$ cat src/rtl/fp_arith_pkg.sv
// Shared types and sizing helpers for the sequential chunked adder
// used by the FP mantissa and exponent datapaths.
package fp_arith_pkg;

   typedef enum logic [1:0] {
      IDLE = 2'd0,
      RUN  = 2'd1,
      DONE = 2'd2
   } state_e;

   function automatic int nchunk(input int width, input int chunk);
      return (width + chunk - 1) / chunk;
   endfunction

   // A single-chunk configuration still needs a one-bit counter.
   function automatic int cnt_width(input int n);
      if (n <= 1) begin
         return 1;
      end else begin
         return $clog2(n);
      end
   endfunction

endpackage

$ cat src/rtl/seq_chunk_adder_if.sv
// Operand/result handshake bundle for seq_chunk_adder.
// The sub port exists only when SEQ_ADDER_SUB_EN is defined.
interface seq_chunk_adder_if #(
   parameter int WIDTH = 25
) ();

   logic             in_valid;
   logic             in_ready;
   logic [WIDTH-1:0] in1;
   logic [WIDTH-1:0] in2;
   logic             cin;
`ifdef SEQ_ADDER_SUB_EN
   logic             sub;
`endif
   logic             out_valid;
   logic             out_ready;
   logic [WIDTH-1:0] S;
   logic             Cout;

`ifdef SEQ_ADDER_SUB_EN
   modport master (
      output in_valid, in1, in2, cin, sub, out_ready,
      input  in_ready, out_valid, S, Cout
   );
   modport slave (
      input  in_valid, in1, in2, cin, sub, out_ready,
      output in_ready, out_valid, S, Cout
   );
`else
   modport master (
      output in_valid, in1, in2, cin, out_ready,
      input  in_ready, out_valid, S, Cout
   );
   modport slave (
      input  in_valid, in1, in2, cin, out_ready,
      output in_ready, out_valid, S, Cout
   );
`endif

endinterface

$ cat src/rtl/chunk_adder.sv
// CHUNK-bit combinational ripple-carry adder built from full-adder cells.
module chunk_adder #(
   parameter int CHUNK = 8
) (
   input  logic [CHUNK-1:0] a_i,
   input  logic [CHUNK-1:0] b_i,
   input  logic             cin_i,
   output logic [CHUNK-1:0] sum_o,
   output logic             cout_o
);

   logic [CHUNK:0] c_s;

   // Full-adder ripple from bit 0 upward.
   always_comb begin
      c_s    = '0;
      sum_o  = '0;
      c_s[0] = cin_i;
      for (int i = 0; i < CHUNK; i++) begin
         sum_o[i]  = a_i[i] ^ b_i[i] ^ c_s[i];
         c_s[i+1]  = (a_i[i] & b_i[i]) | (c_s[i] & (a_i[i] ^ b_i[i]));
      end
      cout_o = c_s[CHUNK];
   end

endmodule

$ cat src/rtl/seq_chunk_adder.sv
// Multi-cycle adder: WIDTH-bit operands summed CHUNK bits per clock.
// Define SEQ_ADDER_SUB_EN to add the sub port (in1 + ~in2 + 1).
module seq_chunk_adder
   import fp_arith_pkg::*;
#(
   parameter int WIDTH = 25,
   parameter int CHUNK = 8
) (
   input logic             clk,
   input logic             rst,
   seq_chunk_adder_if.slave bus
);

   localparam int NCHUNK = nchunk(WIDTH, CHUNK);
   localparam int PW     = NCHUNK * CHUNK;
   localparam int CW     = cnt_width(NCHUNK);
   localparam logic [CW-1:0] LAST_CNT = CW'(NCHUNK - 1);

   state_e          state_q, state_d;
   logic [PW-1:0]   a_q, a_d;
   logic [PW-1:0]   b_q, b_d;
   logic [CW-1:0]   cnt_q, cnt_d;
   logic            carry_q, carry_d;
   logic [WIDTH-1:0] s_q, s_d;
   logic            cout_q, cout_d;
   logic            in_ready_q, in_ready_d;
   logic            out_valid_q, out_valid_d;

   int              base_s;
   logic [CHUNK-1:0] chunk_a_s;
   logic [CHUNK-1:0] chunk_b_s;
   logic [CHUNK-1:0] chunk_sum_s;
   logic            chunk_cout_s;

   assign base_s    = int'(cnt_q) * CHUNK;
   assign chunk_a_s = a_q[base_s +: CHUNK];
   assign chunk_b_s = b_q[base_s +: CHUNK];

   chunk_adder #(
      .CHUNK (CHUNK)
   ) u_chunk_adder (
      .a_i    (chunk_a_s),
      .b_i    (chunk_b_s),
      .cin_i  (carry_q),
      .sum_o  (chunk_sum_s),
      .cout_o (chunk_cout_s)
   );

   // Next-state, operand capture and per-chunk result update.
   always_comb begin
      state_d  = state_q;
      a_d      = a_q;
      b_d      = b_q;
      cnt_d    = cnt_q;
      carry_d  = carry_q;
      s_d      = s_q;
      cout_d   = cout_q;
      case (state_q)
         IDLE: begin
            if (bus.in_valid) begin
               a_d              = '0;
               b_d              = '0;
               a_d[WIDTH-1:0]   = bus.in1;
`ifdef SEQ_ADDER_SUB_EN
               if (bus.sub) begin
                  b_d[WIDTH-1:0] = ~bus.in2;
                  carry_d        = 1'b1;
               end else begin
                  b_d[WIDTH-1:0] = bus.in2;
                  carry_d        = bus.cin;
               end
`else
               b_d[WIDTH-1:0]   = bus.in2;
               carry_d          = bus.cin;
`endif
               cnt_d            = '0;
               state_d          = RUN;
            end else begin
               state_d          = IDLE;
            end
         end
         RUN: begin
            for (int i = 0; i < WIDTH; i++) begin
               if (i >= base_s && i < base_s + CHUNK) begin
                  s_d[i] = chunk_sum_s[i - base_s];
               end else begin
                  s_d[i] = s_q[i];
               end
            end
            carry_d = chunk_cout_s;
            if (cnt_q == LAST_CNT) begin
               cnt_d   = '0;
               state_d = DONE;
               // Carry out is bit WIDTH of the padded sum, not the raw chunk carry.
               if (WIDTH - base_s == CHUNK) begin
                  cout_d = chunk_cout_s;
               end else begin
                  cout_d = chunk_sum_s[WIDTH - base_s];
               end
            end else begin
               cnt_d   = cnt_q + CW'(1'b1);
               state_d = RUN;
            end
         end
         DONE: begin
            if (bus.out_ready) begin
               state_d = IDLE;
            end else begin
               state_d = DONE;
            end
         end
         default: begin
            state_d = IDLE;
         end
      endcase
      in_ready_d  = (state_d == IDLE);
      out_valid_d = (state_d == DONE);
   end

   // State and datapath registers with asynchronous reset.
   always_ff @(posedge clk or posedge rst) begin
      if (rst) begin
         state_q     <= IDLE;
         a_q         <= '0;
         b_q         <= '0;
         cnt_q       <= '0;
         carry_q     <= 1'b0;
         s_q         <= '0;
         cout_q      <= 1'b0;
         in_ready_q  <= 1'b1;
         out_valid_q <= 1'b0;
      end else begin
         state_q     <= state_d;
         a_q         <= a_d;
         b_q         <= b_d;
         cnt_q       <= cnt_d;
         carry_q     <= carry_d;
         s_q         <= s_d;
         cout_q      <= cout_d;
         in_ready_q  <= in_ready_d;
         out_valid_q <= out_valid_d;
      end
   end

   assign bus.in_ready  = in_ready_q;
   assign bus.out_valid = out_valid_q;
   assign bus.S         = s_q;
   assign bus.Cout      = cout_q;

endmodule

$ cat src/flat_wrapper.sv
// flat-port wrapper written by rule: the top's interface ports become plain ports
module seq_chunk_adder_flat import fp_arith_pkg::*;
#(
   parameter int WIDTH = 25,
   parameter int CHUNK = 8
)
  (clk, rst, bus_in_valid, bus_in1, bus_in2, bus_cin, bus_out_ready, bus_in_ready, bus_out_valid, bus_S, bus_Cout);
  seq_chunk_adder_if #(.WIDTH(WIDTH)) bus_i ();
  input logic clk;
  input logic rst;
  input wire logic [$bits(bus_i.in_valid)-1:0] bus_in_valid;
  input wire logic [$bits(bus_i.in1)-1:0] bus_in1;
  input wire logic [$bits(bus_i.in2)-1:0] bus_in2;
  input wire logic [$bits(bus_i.cin)-1:0] bus_cin;
  input wire logic [$bits(bus_i.out_ready)-1:0] bus_out_ready;
  output wire logic [$bits(bus_i.in_ready)-1:0] bus_in_ready;
  output wire logic [$bits(bus_i.out_valid)-1:0] bus_out_valid;
  output wire logic [$bits(bus_i.S)-1:0] bus_S;
  output wire logic [$bits(bus_i.Cout)-1:0] bus_Cout;
  assign bus_i.in_valid = bus_in_valid;
  assign bus_i.in1 = bus_in1;
  assign bus_i.in2 = bus_in2;
  assign bus_i.cin = bus_cin;
  assign bus_i.out_ready = bus_out_ready;
  assign bus_in_ready = bus_i.in_ready;
  assign bus_out_valid = bus_i.out_valid;
  assign bus_S = bus_i.S;
  assign bus_Cout = bus_i.Cout;
  seq_chunk_adder #(.WIDTH(WIDTH), .CHUNK(CHUNK)) u_core (.clk(clk), .rst(rst), .bus(bus_i));
endmodule
$ cat config.mk
export PLATFORM = sky130hd
export DESIGN_NAME = seq_chunk_adder_flat
export DESIGN_NICKNAME = d
export VERILOG_FILES = /design/src/rtl/fp_arith_pkg.sv /design/src/rtl/seq_chunk_adder_if.sv /design/src/rtl/chunk_adder.sv /design/src/rtl/seq_chunk_adder.sv /design/src/flat_wrapper.sv
export SDC_FILE = /design/constraint.sdc
export NUM_CORES = 1
export LEC_CHECK = 0
export ABC_AREA = 1
export ABC_CLOCK_PERIOD_IN_PS = 10400
export CORE_AREA = 2 2 88 90
export DETAILED_ROUTE_END_ITERATION = 10
export DIE_AREA = 0 0 90 92
export PLACE_DENSITY_LB_ADDON = 0.15
export SYNTH_ARGS = -nofsm -noshare
export SYNTH_HDL_FRONTEND = slang
export SYNTH_SLANG_ARGS = --single-unit
$ cat constraint.sdc
create_clock -name clk -period 10.4 [get_ports clk]
set_input_delay 3.12 -clock clk [delete_from_list [all_inputs] [get_ports clk]]
set_output_delay 3.12 -clock clk [all_outputs]
set_load 0.1 [all_outputs]
Word level (Yosys, flattened, before mapping)
Cells that the tools add are included.
Word-level totals
  word-level logic and storage cells: 329
  input port bits: 55
  output and inout port bits: 28
  register bits: 83
Cells by class
  reductions and logical operators: 56
  bitwise operators: 40
  $add $sub $neg: 28
  shift operators: 2
  multiplexer cells: 88
  equal/unequal tests: 6
  $lt $le $gt $ge: 76
Operators with widths (number)
  $lt 32x5->1 const B: 26
  $lt 6x32->1 const A: 9
  $lt 5x32->1 const A: 8
  $lt 4x32->1 const A: 4
  $bmux 1 s3: 26
  $lt 3x32->1 const A: 2
  $shiftx 32x6->8: 2
  $sub 5x5->6 const A: 10
  $reduce_and 2->1: 28
  $mux 1: 55
  $sub 4x5->6 const A: 8
  $ge 5x5->1 const A: 9
  $ge 4x5->1 const A: 8
  $eq 32x5->1 const B: 1
  $lt 1x32->1 const A: 1
  $lt 2x32->1 const A: 1
  $logic_and 1x1->1: 25
  $sub 3x5->6 const A: 4
  $ge 3x5->1 const A: 4
  $and 1x1->1: 16
  $xor 1x1->1: 16
  $sub 1x5->6 const A: 2
  $sub 2x5->6 const A: 2
  $ge 1x5->1 const A: 2
  13 further kinds: 27

Longest topological paths before layout
Gate-level depths: netlist of the first run.
  word-level depth: 21
  gate-level depth with buffers: 19
  mapped depth without buffers: 19

Hierarchy
A second synthesis of the first run with hierarchy kept.
Unflattened totals
  cell total of the unflattened synthesis: 467
  area total of the unflattened synthesis: 3888.7 um2
By module, submodules not included
  seq_chunk_adder: cells an instance 449, times used 1, area each 3691.0 um2, seq. area each 2078.2 um2
  chunk_adder: cells an instance 18, times used 1, area each 197.7 um2, seq. area each 0.0 um2

Worst setup path before layout of the first run
Ideal clock, no wire load.
  path kind: register to register
  start: reg u_core.cnt_q[1]
  end: reg u_core.s_q[15], in the netlist u_core.bus.S[15]
  required time: 10.333 ns
  arrival time: 4.027 ns
  period minus slack after synthesis: 4.094 ns
  library setup time: 0.067 ns
  buffers on the path: 1
  stages on the path, launching flop included: 19
  setup slack: 6.306 ns
  path through: dfrtp_1 inv_1 buf_4 o211ai_1 nand2_1 fa_1 fa_1 fa_1 fa_1 fa_1 inv_1 fa_1 inv_1 fa_1 inv_1 fa_1 inv_1 nand2_1 nand2_1
On the way
  cells in the longest elaborated chain, start to end: 20
  elaborated cells on any way between the ends: 47
  classes of those cells: 1 x add/sub; 2 x order compare; 2 x shift; 3 x mux; 37 x bitwise; 2 x reduce/logical
Ends and longest elaborated chain
  start: declaration: line seq_chunk_adder.sv:22  | logic [CW-1:0] cnt_q, cnt_d;
  start signal: assignment: line seq_chunk_adder.sv:136  | cnt_q <= cnt_d;
  $shiftx 32x6->8 (on tied branches): line seq_chunk_adder.sv:36, seq_chunk_adder.sv:37
  $xor 1x1->1: line chunk_adder.sv:20, chunk_adder.sv:21
  $and 1x1->1: line chunk_adder.sv:21  | c_s[i+1] = (a_i[i] & b_i[i]) | (c_s[i] & (a_i[i] ^ b_i[i]));
  $or 1x1->1: line chunk_adder.sv:21
  $and 1x1->1: line chunk_adder.sv:21
  $or 1x1->1: line chunk_adder.sv:21
  $and 1x1->1: line chunk_adder.sv:21
  $or 1x1->1: line chunk_adder.sv:21
  [... 3 more ...]
  $or 1x1->1: line chunk_adder.sv:21
  $and 1x1->1: line chunk_adder.sv:21
  $or 1x1->1: line chunk_adder.sv:21
  $and 1x1->1: line chunk_adder.sv:21
  $or 1x1->1: line chunk_adder.sv:21
  $xor 1x1->1: line chunk_adder.sv:20  | sum_o[i] = a_i[i] ^ b_i[i] ^ c_s[i];
  $bmux 1 s3: line seq_chunk_adder.sv:85  | s_d[i] = chunk_sum_s[i - base_s];
  $mux 1 (not written as such) (2 in series): line seq_chunk_adder.sv:85
  end signal: assignment: line seq_chunk_adder.sv:128  | s_q <= '0;
  end signal: assignment: line seq_chunk_adder.sv:138  | s_q <= s_d;
  end: declaration: line seq_chunk_adder.sv:24  | logic [WIDTH-1:0] s_q, s_d;
Several ways; a longest one is shown, not always the timed one. The select of a mux whose other input is x is not followed.
A chain may end at the register's enable or synchronous reset.

Worst setup path after layout of the first run
  start: reg u_core.in_ready_q, in the netlist u_core.bus.in_ready
  end: out bus_in_ready
RTL lines
  start: declaration: line seq_chunk_adder.sv:26  | logic in_ready_q, in_ready_d;
  start signal: assignment: line seq_chunk_adder.sv:140  | in_ready_q <= in_ready_d;
  end: declaration: line flat_wrapper.sv:16  | output wire logic [$bits(bus_i.in_ready)-1:0] bus_in_ready;
No word-level cell between the ends.

==> impl_results.md, run 1 <==
* Status: finished clean
* CTS Root Buffer Type: clkbuf_8
* Post-Syn Instances at between 400 and 500
* Synth Net Count at 537
* Final net count at 611
* Fillers at between 600 and 700
* 1st-pass router iterations at 4
* Vias in the first global route at ~3200
* RePlAce Congestion at 0.819
* Total Routing Usage GR at 22.3%
* Fmax at 196 MHz
* Ys Warns at 0
* Crit path max-delay family: buffers and inverters
* Slew margin rel. at 31.2%
* Final Hold Viols at 0
* Post-placement setup slack at 5390 ps
* Arr. time, crit path at 1980 ps
* Register bit total from synthesis at 83
* DR iter-0 viols at 154
* Largest fanout on the critical path at 1
* Initial antenna violation count at 0
* Buf/Inv on CP at 1
* Largest net degree at the start of global routing at 84
* Setup-failing EPs final at 0
* Distinct cells, synth at 18
* DRC viols at 0
* Global-route wire length before repair at 14.7 mm
* Via/cell ratio at 5.02
* Slew Viols, Final at 0
* Sequential-to-total area share from yosys stat at 53.4%
* Reg2Reg Setup Slack at 5430 ps
* Clk sinks at 83
* Cts bufs inserted at 9
* Crit. End Element: output port
* CTS tree: done
* Worst skew pair latency at 340 ps
* Final min period at ~5100 ps
* Port-buffer cells at 82
* Worst Hold Class: flip-flop to flip-flop
* Crit path required time at 7280 ps
* H-tree depth at 3
* Die area at 8280 um2
* Gr ovfl total at 0
* Resize count post-CTS at 0
* Max cap viols at 0
* Starting density of the core at 52.3%
* DR WL/cell at 13.4 um
* Tcrit/Tclk final at 49.0%
* Area growth syn-to-layout at 26.8%
* Hold buffers post-CTS at 0
* Remaining antenna violation count at 0
* Clock tree buffer depth at 2
* Worst Slack Setup Final at 5300 ps
* Critical path, cell by cell: clkdlybuf4s50_1
* RSZ-0062 raised after global routing: false
* Post-DP HPWL at 6.12 mm
* Clock slew at reported path FFs at ~80 ps
* Clock Skew at 10.4 ps
* # IOs at 83
* Final setup TNS at 0 ps
* CP Class: flip-flop to output port
* Largest stage delay, worst path at 1120 ps
* Post-CTS Setup Inserts at 0
* Row count at 32
* Share of cells above drive strength 1 at 4.93%
* Chip height at 92 um
* Synthesized area per cell at between 8 and 9 um2
* Vias at 3264
* Worst path slowest cell: clkdlybuf4s50_1
* CP Launch Type: flip-flop
* Core Box Area at around 7400 um2
* Worst slew pin tran at 1030 ps
* Synth Cell Area at 3890 um2
* Routed WL at 8.71 mm
* DIE WIDTH at 90 um
* N_diodes at 0
[cell usage after synthesis]
library cell	n	area (um2)
o211ai_1	2	15.0
fa_1	8	160
ha_1	4	50.1
nand2_1	219	822
buf_4	6	45.0
inv_2	2	7.51
dfstp_2	1	26.3
o21ai_0	22	110
buf_2	10	50.1
nand3b_1	1	7.51
nand3_1	62	310
nand2_2	1	6.26
clkbuf_1	6	22.5
dfrtp_1	82	2050
a21oi_1	4	20.0
nor2_4	5	56.3
inv_1	20	75.1
nor2_1	15	56.3
[registers in the layout, indices dropped and copies added (netlist names)]
register	count
u_core.a_q	25
u_core.b_q	25
u_core.bus.S	25
u_core.cnt_q	2
u_core.state_q	2
u_core.bus.Cout	1
u_core.bus.in_ready	1
u_core.bus.out_valid	1
u_core.carry_q	1
[layer usage]
metal | track usage, % | vias to the layer above | wire length (um)
li1 | - | 1624 | -
met1 | 27.4 | 1567 | 3710
met2 | 40.3 | 65 | 4550
met3 | 4.60 | 8 | 345
met4 | 5.90 | 0 | 102
met5 | 0 | - | 0
[stage by stage]
step	cell area, um2	utilization [%]	hold slack [ps]	instances
final	4930	66.3	471	650
after CTS	4930	66.3	474	650
after global placement	4740	63.7	453	635
after global routing	4930	66.3	501	650
after floorplan	3890	-	437	470
after detailed placement	4740	63.7	458	635
[cell type report]
class | count | area (um2) | area share, %
sequential | 83 | 2080 | 42.1
multi-input combinational | 343 | 1610 | 32.7
timing repair buffer | 85 | 838 | 17.0
clock buffer | 13 | 159 | 3.22
tap | 102 | 128 | 2.59
inverter | 22 | 82.6 | 1.67
clock inverter | 2 | 35.0 | 0.710
[cell usage in the layout, fill, tap and decap left out]
master	count
clkinv_2	1
nand2_1	219
dfrtp_1	82
inv_2	3
o211ai_1	2
dfstp_2	1
ha_1	4
nor2_1	15
bufinv_16	1
nand2_2	1
fa_1	8
o21ai_0	22
a21oi_1	4
clkdlybuf4s50_1	81
clkbuf_8	11
nor2_4	5
buf_2	1
clkbuf_1	2
inv_1	19
nand3_1	62
buf_4	3
nand3b_1	1
[cell families (layout without fill, tap and decap cells)]
| logic type | Yosys count | count (layout) | share of synthesized area [%] |
|---|---|---|---|
| buffers and inverters | 44 | 122 | 5.14 |
| and+or+nand+nor | 303 | 303 | 32.3 |
| adders and majority gates | 12 | 12 | 5.40 |
| DFF | 83 | 83 | 53.4 |
| AOI/OAI and AO/OA | 28 | 28 | 3.73 |
[final timing paths]
check | startpoint | end | cells after the start
min reg2reg | u_core.a_q[6] | u_core.a_q[6] | 2
max in group asynchronous | rst | u_core.bus.S[5] | 3
max reg2reg | u_core.cnt_q[1] | u_core.bus.S[23] | 17
min | u_core.a_q[6] | u_core.a_q[6] | 2
max | u_core.bus.in_ready | bus_in_ready | 1
min in group asynchronous | rst | u_core.bus.out_valid | 3
Power of run 1 is left out: the tool's default activity adds up to more than one toggle a clock period on the data nets, which glitch-free logic cannot reach.
==> inputs of run 2 (changes only) <==
Settings changed: ABC_CLOCK_PERIOD_IN_PS 10400 to 4900, CORE_AREA 2 2 88 90 to 2 2 91 93, DIE_AREA 0 0 90 92 to 0 0 93 95.
Clock period 10.4 ns to 4.9 ns, I/O delays scaled along.
==> run 2 against run 1 <==
Count of clock-buffer cells in the layout fell by 4. Final area rose by 0.86%. Die area up 6.7%. Critical path depth rose by 18. Sequential share of layout area fell by 0.36 points. Routed wire length up 5.8%. Critical endpoint is now u_core.bus.S[7]. Largest cell class unchanged.
==> impl_results.md, run 2 (synthesis gave the netlist of run 1 again) <==
* Hold buffers post-CTS at 0
* Port-buffer cells at 82
* Clock Skew at 12.7 ps
* Largest fanout on the critical path at 17
* Worst skew pair latency at 350 ps
* Share of cells above drive strength 1 at roughly 6%
* FF-to-FF path depth at 19
* RePlAce Congestion at ~0.86
* Routed WL at 9.21 mm
* Worst slew pin tran at 972 ps
* Worst Min Path Start: u_core.a_q[13]
* DRC viols at 0
* RSZ-0062 raised after global routing: false
* CTS Root Buffer Type: clkbuf_8
* Slew margin rel. at 35.0%
* Critical R2R Capture: u_core.bus.S[7]
* Largest net degree at the start of global routing at 53
* Crit path required time at 5200 ps
* Tcrit/Tclk final at 93.9%
* # IOs at 83
* Post-DP HPWL at 6.96 mm
* Post-CTS Setup Inserts at 0
* Final net count at 614
* Clock tree buffer depth at 2
* Reg2Reg Setup Slack at 300 ps
* Initial antenna violation count at 0
* Die area at a little under 9000 um2
* Cts bufs inserted at 9
* Fillers at 754
* Setup-failing EPs final at 0
* Starting density of the core at 49.1%
* DIE WIDTH at 93 um
* Clock slew at reported path FFs at ~90 ps
* Chip height at 95 um
* Final min period at around 4600 ps
* 1st-pass router iterations at 4
* Crit. End Element: flip-flop
* Hold Crit Depth at 2
* CTS tree: done
* CP Launch Type: flip-flop
* DR iter-0 viols at between 100 and 150
* Worst Setup SP: u_core.cnt_q[0]
* Worst Hold Class: flip-flop to flip-flop
* Remaining antenna violation count at 0
* Via/cell ratio at 4.96
* Core Box Area at approximately 7900 um2
* Total Routing Usage GR at a little under a quarter
* Most common cell after layout, fill and taps aside: nand2_1
* Final Hold Viols at 0
* Clk sinks at 83
* H-tree depth at 3
* Max cap viols at 0
* Worst flop-to-flop path startpoint: u_core.cnt_q[0]
* Global-route wire length before repair at between 15 and 20 mm
* DR WL/cell at between 10 and 15 um
* Area growth syn-to-layout at 27.9%
* Arr. time, crit path at 4900 ps
* Min-Delay Endpoint: u_core.a_q[13]
* Fmax at 217 MHz
* N_diodes at 0
* Vias at 3262
* Vias in the first global route at 3248
* Most frequent cells in the layout: 219 x nand2_1, 82 x dfrtp_1, 81 x clkdlybuf4s50_1, 62 x nand3_1, 22 x o21ai_0
* Slew Viols, Final at 0
* Status: finished clean
* CP Class: flip-flop to flip-flop
* Row count at 33
* Resize count post-CTS at 0
* Gr ovfl total at 0
* Final setup TNS at 0 ps
run 2: cell types whose count changed in the layout (fill, tap and decap cells not counted), sizes merged:
| cell | change |
|---|---|
| clkinv | +1 |
| buf | +3 |
| clkbuf | -4 |
| inv | +3 |
| clkinvlp | +1 |
run 2: how the worst max path moves through the flow:
stage / end / slack (ps) / cells after the start
6_report: u_core.bus.S[7] / 300 / 19
5_1_grt: u_core.bus.S[23] / 10 / 19
3_5_place_dp: u_core.bus.S[7] / 340 / 19
4_1_cts: u_core.bus.S[7] / 310 / 19
2_1_floorplan: u_core.bus.S[15] / 810 / 18
3_3_place_gp: u_core.bus.S[7] / 420 / 19
run 2: worst max-delay path: stages (launching register included):
cell	delay (ps)
dfrtp_1	690
inv_2	240
nand2_1	110
nand2_1	50
nand2_1	50
nand2_1	80
fa_1	420
fa_1	390
fa_1	400
fa_1	390
fa_1	370
inv_1	80
fa_1	170
inv_1	50
fa_1	340
inv_1	70
fa_1	410
inv_1	100
nand2_1	60
nand2_1	70
run 2: layer usage:
metal | GRT usage (%) | share of wire (%) | vias to the layer above
li1 | - | - | 1636
met1 | 28.5 | 43 | 1545
met2 | 40.5 | 52 | 70
met3 | 4.39 | 3.5 | 11
met4 | 6.86 | 1.5 | 0
met5 | 0 | 0 | -
run 2: layout make-up:
class / instances / area [um2] / area share [%]
inverters: 22 / 82.6 / 1.66
multi-input cells: 343 / 1610 / 32.4
clock buffers: 9 / 124 / 2.49
well taps: 105 / 131 / 2.64
repair buffers: 88 / 873 / 17.5
flip-flops and latches: 83 / 2080 / 41.8
clock inverters: 7 / 73.8 / 1.48
run 2: per-stage QoR:
stage                     util, %  area, um2  worst slack (ps)  instances  hold slack [ps]
final                        62.8       4980               297        657              483
after global routing         62.8       4980              9.90        657              507
after CTS                    62.8       4980               309        657              483
after detailed placement     60.3       4780               342        641              460
after global placement       60.3       4780               419        641              453
after floorplan                 -       3890               806        470              437
Power of run 2 is left out for the same reason.
==> inputs of run 3 (changes only) <==
Settings changed: GPL_TIMING_DRIVEN set to 0.
==> run 3 against run 2 <==
Utilization increased by 1.0 points. Clock skew down 1.2 ps. Highest routed layer unchanged. Non-clock buffer count increased by 16. Die area unchanged. First-iteration DRC count increased by 31%. Setup slack got worse by 30 ps. Global-route usage rose by 0.90 points. Register-to-register slack worse by 30 ps. Routed wire length grew 3.5%.
==> impl_results.md, run 3 (synthesis gave the netlist of run 1 again) <==
* Slew margin rel. at 35.2%
* Fillers at 744
* Post-CTS Setup Inserts at 0
* CP Launch Type: flip-flop
* Clock slew at reported path FFs at around 80 ps
* Status: finished clean
* Reg2Reg Setup Slack at 270 ps
* Starting density of the core at 49.1%
* Resize count post-CTS at 0
* Worst flop-to-flop path startpoint: u_core.cnt_q[1]
* Die area at 8840 um2
* DIE WIDTH at approximately 93 um
* # IOs at 83
* Final Hold Viols at 0
* Vias in the first global route at 3425
* Hold buffers post-CTS at 0
* Share of cells above drive strength 1 at approximately 7.6%
* Slew Viols, Final at 0
* Cts bufs inserted at 9
* 1st-pass router iterations at 4
* Port-buffer cells at 81
* CTS Root Buffer Type: clkbuf_8
* DR WL/cell at 14.2 um
* Worst Setup EP: u_core.bus.S[15]
* Initial antenna violation count at 0
* Final min period at 4630 ps
* Arr. time, crit path at approximately 4900 ps
* RePlAce Congestion at 0.882
* Via/cell ratio at approximately 5
* Tcrit/Tclk final at a little over nine tenths
* Fmax at 216 MHz
* Largest net degree at the start of global routing at 44
* H-tree depth at 3
* Worst Setup SP: u_core.cnt_q[1]
* Worst slew pin tran at 969 ps
* Most common cell after layout, fill and taps aside: nand2_1
* Clock Skew at 11.5 ps
* Largest fanout on the critical path at 11
* Setup-failing EPs final at 0
* Worst Hold Class: flip-flop to flip-flop
* Gr ovfl total at 0
* Vias at 3356
* Post-Layout Cell Count at 673
* Routed WL at 9.53 mm
* Clk sinks at 83
* Final net count at 630
* FF-to-FF path depth at 18
* Area occupied by registers at 2080 um2
* DRC viols at 0
* DR iter-0 viols at 145
* Core Box Area at 7930 um2
* Clock tree buffer depth at 2
* Placed cell areas at 4860 um2
* Post-DP HPWL at 7.33 mm
* Critical R2R Capture: u_core.bus.S[15]
* Core Util, Final at 63.8%
* Total Routing Usage GR at 23.7%
* Row count at 33
* CP Class: flip-flop to flip-flop
* CTS tree: done
* Max cap viols at 0
* Placed Cells at 657
* RSZ-0062 raised after global routing: false
* Area growth syn-to-layout at 29.9%
* Crit path required time at 5190 ps
* Most frequent cells in the layout: 219 x nand2_1, 82 x dfrtp_1, 81 x clkdlybuf4s50_1, 62 x nand3_1, 22 x o21ai_0
* Global-route wire length before repair at 16.0 mm
* N_diodes at 0
* Post-route cell area at ~5000 um2
* Final setup TNS at 0 ps
* Crit. End Element: flip-flop
* Worst skew pair latency at 350 ps
* Footprint of the multi-input gates at between 1500 and 2000 um2
* Chip height at 95 um
* Remaining antenna violation count at 0
-- run 3: cell types whose count changed in the layout (fill, tap and decap cells not counted), sizes merged --
cell	delta
inv	-1
clkbuf	+6
clkinvlp	+1
buf	+10
-- run 3: per-layer routing --
layer  track usage, %  vias to the layer above  routed length (um)
met3             3.35                       21                 395
met4             10.4                        0                 309
met5                0                        -                   0
li1                 -                     1657                   -
met2             41.7                       86                4860
met1             29.3                     1592                3960
-- run 3: stage by stage --
stage,hold WS [ps],worst slack (ps)
finish,474,267
global route,502,44.2
floorplan,437,806
global placement,452,51.5
detailed placement,458,253
CTS,478,239
-- run 3: cell type report --
class	count	share of cell area (%)
Sequential cell	83	41.1
Inverter	22	1.68
Multi-Input combinational cell	343	31.9
Buffer	22	2.33
Clock inverter	7	1.51
Tap cell	105	2.60
Timing Repair Buffer	82	16.4
Clock buffer	9	2.45
-- run 3: worst min path at each step --
stage	startpoint	endpoint	slack, ps	cells after the start
5_1_grt	u_core.bus.Cout	u_core.bus.Cout	500	2
6_report	u_core.bus.S[13]	u_core.bus.S[13]	470	2
3_3_place_gp	u_core.bus.S[13]	u_core.bus.S[13]	450	2
2_1_floorplan	u_core.a_q[1]	u_core.a_q[1]	440	2
3_5_place_dp	u_core.bus.S[13]	u_core.bus.S[13]	460	2
4_1_cts	u_core.bus.S[13]	u_core.bus.S[13]	480	2
-- run 3: critical path, stage by stage, from the launching register on --
cell and delay (ps):
dfrtp_1 530, inv_1 210, buf_4 220, o211ai_1 120
nand2_1 140, fa_1 400, fa_1 390, fa_1 390
fa_1 390, fa_1 370, inv_1 80, fa_1 170
inv_1 50, fa_1 350, inv_1 70, fa_1 410
inv_1 160, nand2_1 70, nand2_1 70
Power of run 3 is left out for the same reason.
==> variant 1, RTL diff (settings of run 1) <==
`WIDTH` is set to 25 in 3 places; all go to 17.
--- a/src/rtl/seq_chunk_adder_if.sv
+++ b/src/rtl/seq_chunk_adder_if.sv
@@ -1,7 +1,7 @@
 // Operand/result handshake bundle for seq_chunk_adder.
 // The sub port exists only when SEQ_ADDER_SUB_EN is defined.
 interface seq_chunk_adder_if #(
-   parameter int WIDTH = 25
+   parameter int WIDTH = 17
 ) ();
 
    logic             in_valid;
--- a/src/rtl/seq_chunk_adder.sv
+++ b/src/rtl/seq_chunk_adder.sv
@@ -3,7 +3,7 @@
 module seq_chunk_adder
    import fp_arith_pkg::*;
 #(
-   parameter int WIDTH = 25,
+   parameter int WIDTH = 17,
    parameter int CHUNK = 8
 ) (
    input logic             clk,
--- a/src/flat_wrapper.sv
+++ b/src/flat_wrapper.sv
@@ -1,7 +1,7 @@
 // flat-port wrapper written by rule: the top's interface ports become plain ports
 module seq_chunk_adder_flat import fp_arith_pkg::*;
 #(
-   parameter int WIDTH = 25,
+   parameter int WIDTH = 17,
    parameter int CHUNK = 8
 )
   (clk, rst, bus_in_valid, bus_in1, bus_in2, bus_cin, bus_out_ready, bus_in_ready, bus_out_valid, bus_S, bus_Cout);
Interface: changed (resized bus_S, bus_in1 and bus_in2); port bits go from 83 to 59. No check against the original RTL was run, so the function may have changed too.
==> variant 1 against run 1 <==
  * Hold slack about the same
  * Critical endpoint unchanged
  * Sequential cell count fell by 24
  * Cell count decreased by 26%
  * Die area stayed put
  * Largest cell class unchanged
  * First-iteration DRC count fell by 28%
  * Critical path type unchanged
  * Routed wire length fell by 37%
  * Global-route usage fell by 7.9 points
  * Synthesized cell count shrank 33%
  * Design area fell by 27%
  * Worst setup slack improved by 0.025 ns
  * Via count shrank 37%
  * Area after synthesis is 29% lower
Power is not shown: default switching activity piles up to over one toggle a cycle in this logic, so the estimate is an artifact.
==> variant 1: results (changes against run 1) <==
* Status: finished clean (unchanged)
* Inst Count DP at 464 (was 635)
* Port Buf Inserts at 58 (was 82)
* Top layer in use: met4 (unchanged)
* Cells on Worst Hold Path at 2 (unchanged)
* Hold slack final at 0.470 ns (was 0.471 ns)
* Sequential area share after synthesis at 53.5% (was 53.4%)
* Worst Tran Pin Value at 0.970 ns (was 1.03 ns)
* Final setup skew at 0.00757 ns (was 0.0104 ns)
* Total CTS buffers at 9 (unchanged)
* Synth top area cells: dfrtp_1, nand2_1, fa_1, inv_1, o21ai_0 (was dfrtp_1, nand2_1, nand3_1, fa_1, o21ai_0)
* Critical Path AT at 1.95 ns (was 1.98 ns)
* Iter 0 DRT Violations at 111 (was 154)
* Cell Count, Final, Fillers Out at 479 (was 650)
* Hold WC Path Type: register to register (unchanged)
* Avg Cell Area, Syn at 8.82 sq um (was 8.28 sq um)
* Gp weighted congestion at 0.823 (was 0.819)
* Hold Crit Start: u_core.bus.S[13]$_DFFE_PP0P_ (was u_core.a_q[6]$_DFFE_PP0P_)
* Layout fillers at 734 (was 661)
* Drt total wl at 5.50 mm (was 8.71 mm)
* Met3 Track Usage GR at 2.79% (was 4.60%)
* Met3 Routed Length at 185 um (was 345 um)
* Synth unique cells at 20 (was 18)
* Slowest cell on crit path: clkdlybuf4s50_1 (unchanged)
* GRT met1 Usage at 19.3% (was 27.4%)
* Routed wl met2 at 2.58 mm (was 4.55 mm)
* Met2 usage in global routing at 22.9% (was 40.3%)
* R2R depth at 19 (was 17)
* Most instantiated cells after synthesis: nand2_1, dfrtp_1, inv_1, o21ai_0, o21ai_2 (was nand2_1, dfrtp_1, nand3_1, o21ai_0, inv_1)
* Hold EP: u_core.bus.S[13]$_DFFE_PP0P_ (was u_core.a_q[6]$_DFFE_PP0P_)
* Syn_nets at 360 (was 537)
* Place WS at 5.60 ns (was 5.39 ns)
* Worst r2r dst: u_core.bus.S[15]$_DFFE_PP0P_ (was u_core.bus.S[23]$_DFFE_PP0P_)
* Largest net degree at the start of global routing at 70 (was 84)
* Total track usage at 14.4% (was 22.3%)
* First-pass GRT wire length at 9.29 mm (was 14.7 mm)
* Crit path max-delay family: buffers and inverters (unchanged)
* Layout cells sized above 1 at 10.3% (was 4.93%)
* Vias in the first global route at 1985 (was 3230)
* R2R Setup Slk at 6.00 ns (was 5.43 ns)
* Clock transition at the registers of the reported paths at 0.06 ns (was 0.08 ns)
* Final nets at 420 (was 611)
* Vias/cell at 4.29 (was 5.02)
* DP HPWL at 3.88 mm (was 6.12 mm)
* Diodes inserted at 0 (unchanged)
* Met1 WL at 2.65 mm (was 3.71 mm)
* Post-synth ARST share at 100% (unchanged)
* Post-DP Area at 3400 sq um (was 4740 sq um)
* CTS resizes at 0 (unchanged)
[variant 1: cell types whose count changed after synthesis, moves of 3 or more]
cell,delta
nor2_4,-3
a21oi_1,-4
a22oi_1,+4
o21ai_2,+12
nand3_1,-51
ha_1,-4
buf_2,-3
inv_1,+22
nor2_1,-12
clkbuf_1,-6
nand2_1,-93
dfrtp_1,-24
buf_4,-5
o21ai_0,+4
[variant 1: how the worst max path moves through the flow]
stage                                   from                        end  slack (ns)  cells past startpoint
3_3_place_gp   u_core.bus.in_ready$_DFF_PP1_               bus_in_ready        5.67                      1
3_5_place_dp                    bus_in_valid  u_core.a_q[4]$_DFFE_PP0P_        5.60                      3
4_1_cts        u_core.bus.in_ready$_DFF_PP1_               bus_in_ready        5.31                      1
6_report       u_core.bus.in_ready$_DFF_PP1_               bus_in_ready        5.33                      1
5_1_grt        u_core.bus.in_ready$_DFF_PP1_               bus_in_ready        5.28                      1
2_1_floorplan                            rst  u_core.a_q[0]$_DFFE_PP0P_        5.83                      1
[variant 1: worst min-delay path, stage by stage (launching register included)]
cell and delay [ns]:
dfrtp_1 0.34, nand2_1 0.05, nand2_1 0.04
[variant 1: area by class of cell]
cell class              count  area [sq um]  area share (%)
clock buffers              13           159            4.42
clock inverters             2          35.0           0.974
inverters                  46           173            4.80
multi-input cells         197          1030            28.7
flip-flops and latches     59          1480            41.1
well taps                 102           128            3.55
repair buffers             60           596            16.6
[variant 1: cell families (layout without fill, tap and decap cells)]
group | Yosys count | after routing | synth area share, %
and+or+nand+nor | 147 | 147 | 21.9
DFF | 59 | 59 | 53.5
buffers and inverters | 57 | 121 | 9.15
AOI/OAI and AO/OA | 42 | 42 | 9.61
adders and majority gates | 8 | 8 | 5.80
==> variant 2, RTL diff (config.mk and constraints of run 1) <==
Without the edit above. Encoding of `state_e`: now one-hot (3 bits for 3 states).
--- a/src/rtl/fp_arith_pkg.sv
+++ b/src/rtl/fp_arith_pkg.sv
@@ -2,10 +2,10 @@
 // used by the FP mantissa and exponent datapaths.
 package fp_arith_pkg;
 
-   typedef enum logic [1:0] {
-      IDLE = 2'd0,
-      RUN  = 2'd1,
-      DONE = 2'd2
+   typedef enum logic [2:0] {
+      IDLE = 3'b001,
+      RUN  = 3'b010,
+      DONE = 3'b100
    } state_e;
 
    function automatic int nchunk(input int width, input int chunk);
Function: same outputs for any inputs over 4 cycles, from zero or initial values and one cycle with rst high; so few cycles prove little.
==> variant 2 against run 1 <==
  * Worst setup slack worse by 0.0033 ns
  * First-iteration DRC count rose by 46%
  * Design area rose by 2.6%
  * Routed wire length down 4.4%
  * Area after synthesis increased by 3.6%
  * Clock skew shrank 0.0017 ns
  * Sequential share of layout area decreased by 0.56 points
  * Synthesized cell count down 4.0%
  * Sequential cell count increased by 1
  * Via count decreased by 3.4%
  * Highest routed layer unchanged
Power is left out: the tool's default activity adds up to more than one toggle a clock period on the data nets, which glitch-free logic cannot reach.
==> variant 2: results (changes against run 1) <==
* Status: finished clean (unchanged)
* Sequential area share after synthesis at 52.2% (was 53.4%)
* R2R Setup Slk at 5.74 ns (was 5.43 ns)
* DP HPWL at 5.82 mm (was 6.12 mm)
* Final setup skew at 0.00869 ns (was 0.0104 ns)
* First-pass GRT wire length at 14.0 mm (was 14.7 mm)
* Total track usage at 21.4% (was 22.3%)
* Layout cells sized above 1 at 12.0% (was 4.93%)
* Most instantiated cells after synthesis: nand2_1, dfrtp_1, inv_1, o21ai_1, nor2_1 (was nand2_1, dfrtp_1, nand3_1, o21ai_0, inv_1)
* Synth top area cells: dfrtp_1, nand2_1, o21ai_1, inv_1, a21oi_2 (was dfrtp_1, nand2_1, nand3_1, fa_1, o21ai_0)
* Iter 0 DRT Violations at 225 (was 154)
* Drt wl/cell at 13.1 um (was 13.4 um)
* Largest net degree at the start of global routing at 104 (was 84)
* Vias/cell at 4.97 (was 5.02)
* Gp weighted congestion at 0.811 (was 0.819)
* Worst r2r dst: u_core.bus.S[15]$_DFFE_PP0P_ (was u_core.bus.S[23]$_DFFE_PP0P_)
* Post-CTS Setup Inserts at 0 (unchanged)
* Post-DP Area at 4860 sq um (was 4740 sq um)
* Worst r2r src: u_core.cnt_q[0]$_DFFE_PP0P_ (was u_core.cnt_q[1]$_DFFE_PP0P_)
* Vias in the first global route at 3000 (was 3230)
* Layout fillers at 624 (was 661)
* Synth unique cells at 25 (was 18)
* Worst Tran Pin Value at 1.14 ns (was 1.03 ns)
* Hold Crit Start: u_core.bus.S[24]$_DFFE_PP0P_ (was u_core.a_q[6]$_DFFE_PP0P_)
* Final nets at 594 (was 611)
==> variant 2: cell types whose count changed after synthesis, moves of 7 or more <==
cell | run 1 | this run
nand2_1 | 219 | 96
o21ai_0 | 22 | 14
inv_1 | 20 | 63
o22ai_1 | 0 | 8
o21ai_1 | 0 | 63
buf_2 | 10 | 3
a21oi_2 | 0 | 21
nand3_1 | 62 | 7
nor2_2 | 0 | 14
nor2_1 | 15 | 31
==> variant 2: metal layers <==
| layer | part of all wire, % | track usage, % |
|---|---|---|
| met4 | 1.5 | 8.08 |
| met1 | 45 | 29.1 |
| met2 | 49 | 34.5 |
| met3 | 4.2 | 3.94 |
| met5 | 0 | 0 |
==> variant 2: through the flow <==
stage                     setup slack, ns  hold slack [ns]  std cells
after global routing                 5.26            0.517        634
after detailed placement             5.33            0.469        618
after CTS                            5.28            0.487        634
after floorplan                      5.12            0.454        451
after global placement               5.37            0.464        618
final                                5.30            0.482        634
==> variant 2: tightest hold or removal path: stages (launching register included) <==
cell and delay, ns:
dfrtp_1 0.34, o21ai_1 0.06, nand2_1 0.05
==> variant 2: layout make-up <==
cell class | count | area (sq um) | area share [%]
Clock inverter | 4 | 47.5 | 0.939
Clock buffer | 12 | 155 | 3.06
Sequential cell | 84 | 2100 | 41.6
Timing Repair Buffer | 85 | 843 | 16.7
Inverter | 68 | 256 | 5.06
Multi-Input combinational cell | 279 | 1530 | 30.2
Tap cell | 102 | 128 | 2.52
==> variant 2: kinds of logic after synthesis <==
logic type / Yosys count / share of synthesized area (%)
simple gates: 153 / 15.9
compound gates: 114 / 16.6
buf+inv: 88 / 10.1
flops: 84 / 52.2
fa+ha+maj: 12 / 5.21
==> variant 2: worst max path at each step <==
stage                                              from                         end  slack [ns]  depth (start not counted)
final                     u_core.bus.in_ready$_DFF_PP1_                bus_in_ready        5.30                          1
after global routing      u_core.bus.in_ready$_DFF_PP1_                bus_in_ready        5.26                          1
after CTS                 u_core.bus.in_ready$_DFF_PP1_                bus_in_ready        5.28                          1
after detailed placement                   bus_in_valid  u_core.carry_q$_DFFE_PP0P_        5.33                          6
after global placement                     bus_in_valid  u_core.carry_q$_DFFE_PP0P_        5.37                          6
after floorplan                                     rst   u_core.a_q[0]$_DFFE_PP0P_        5.12                          1
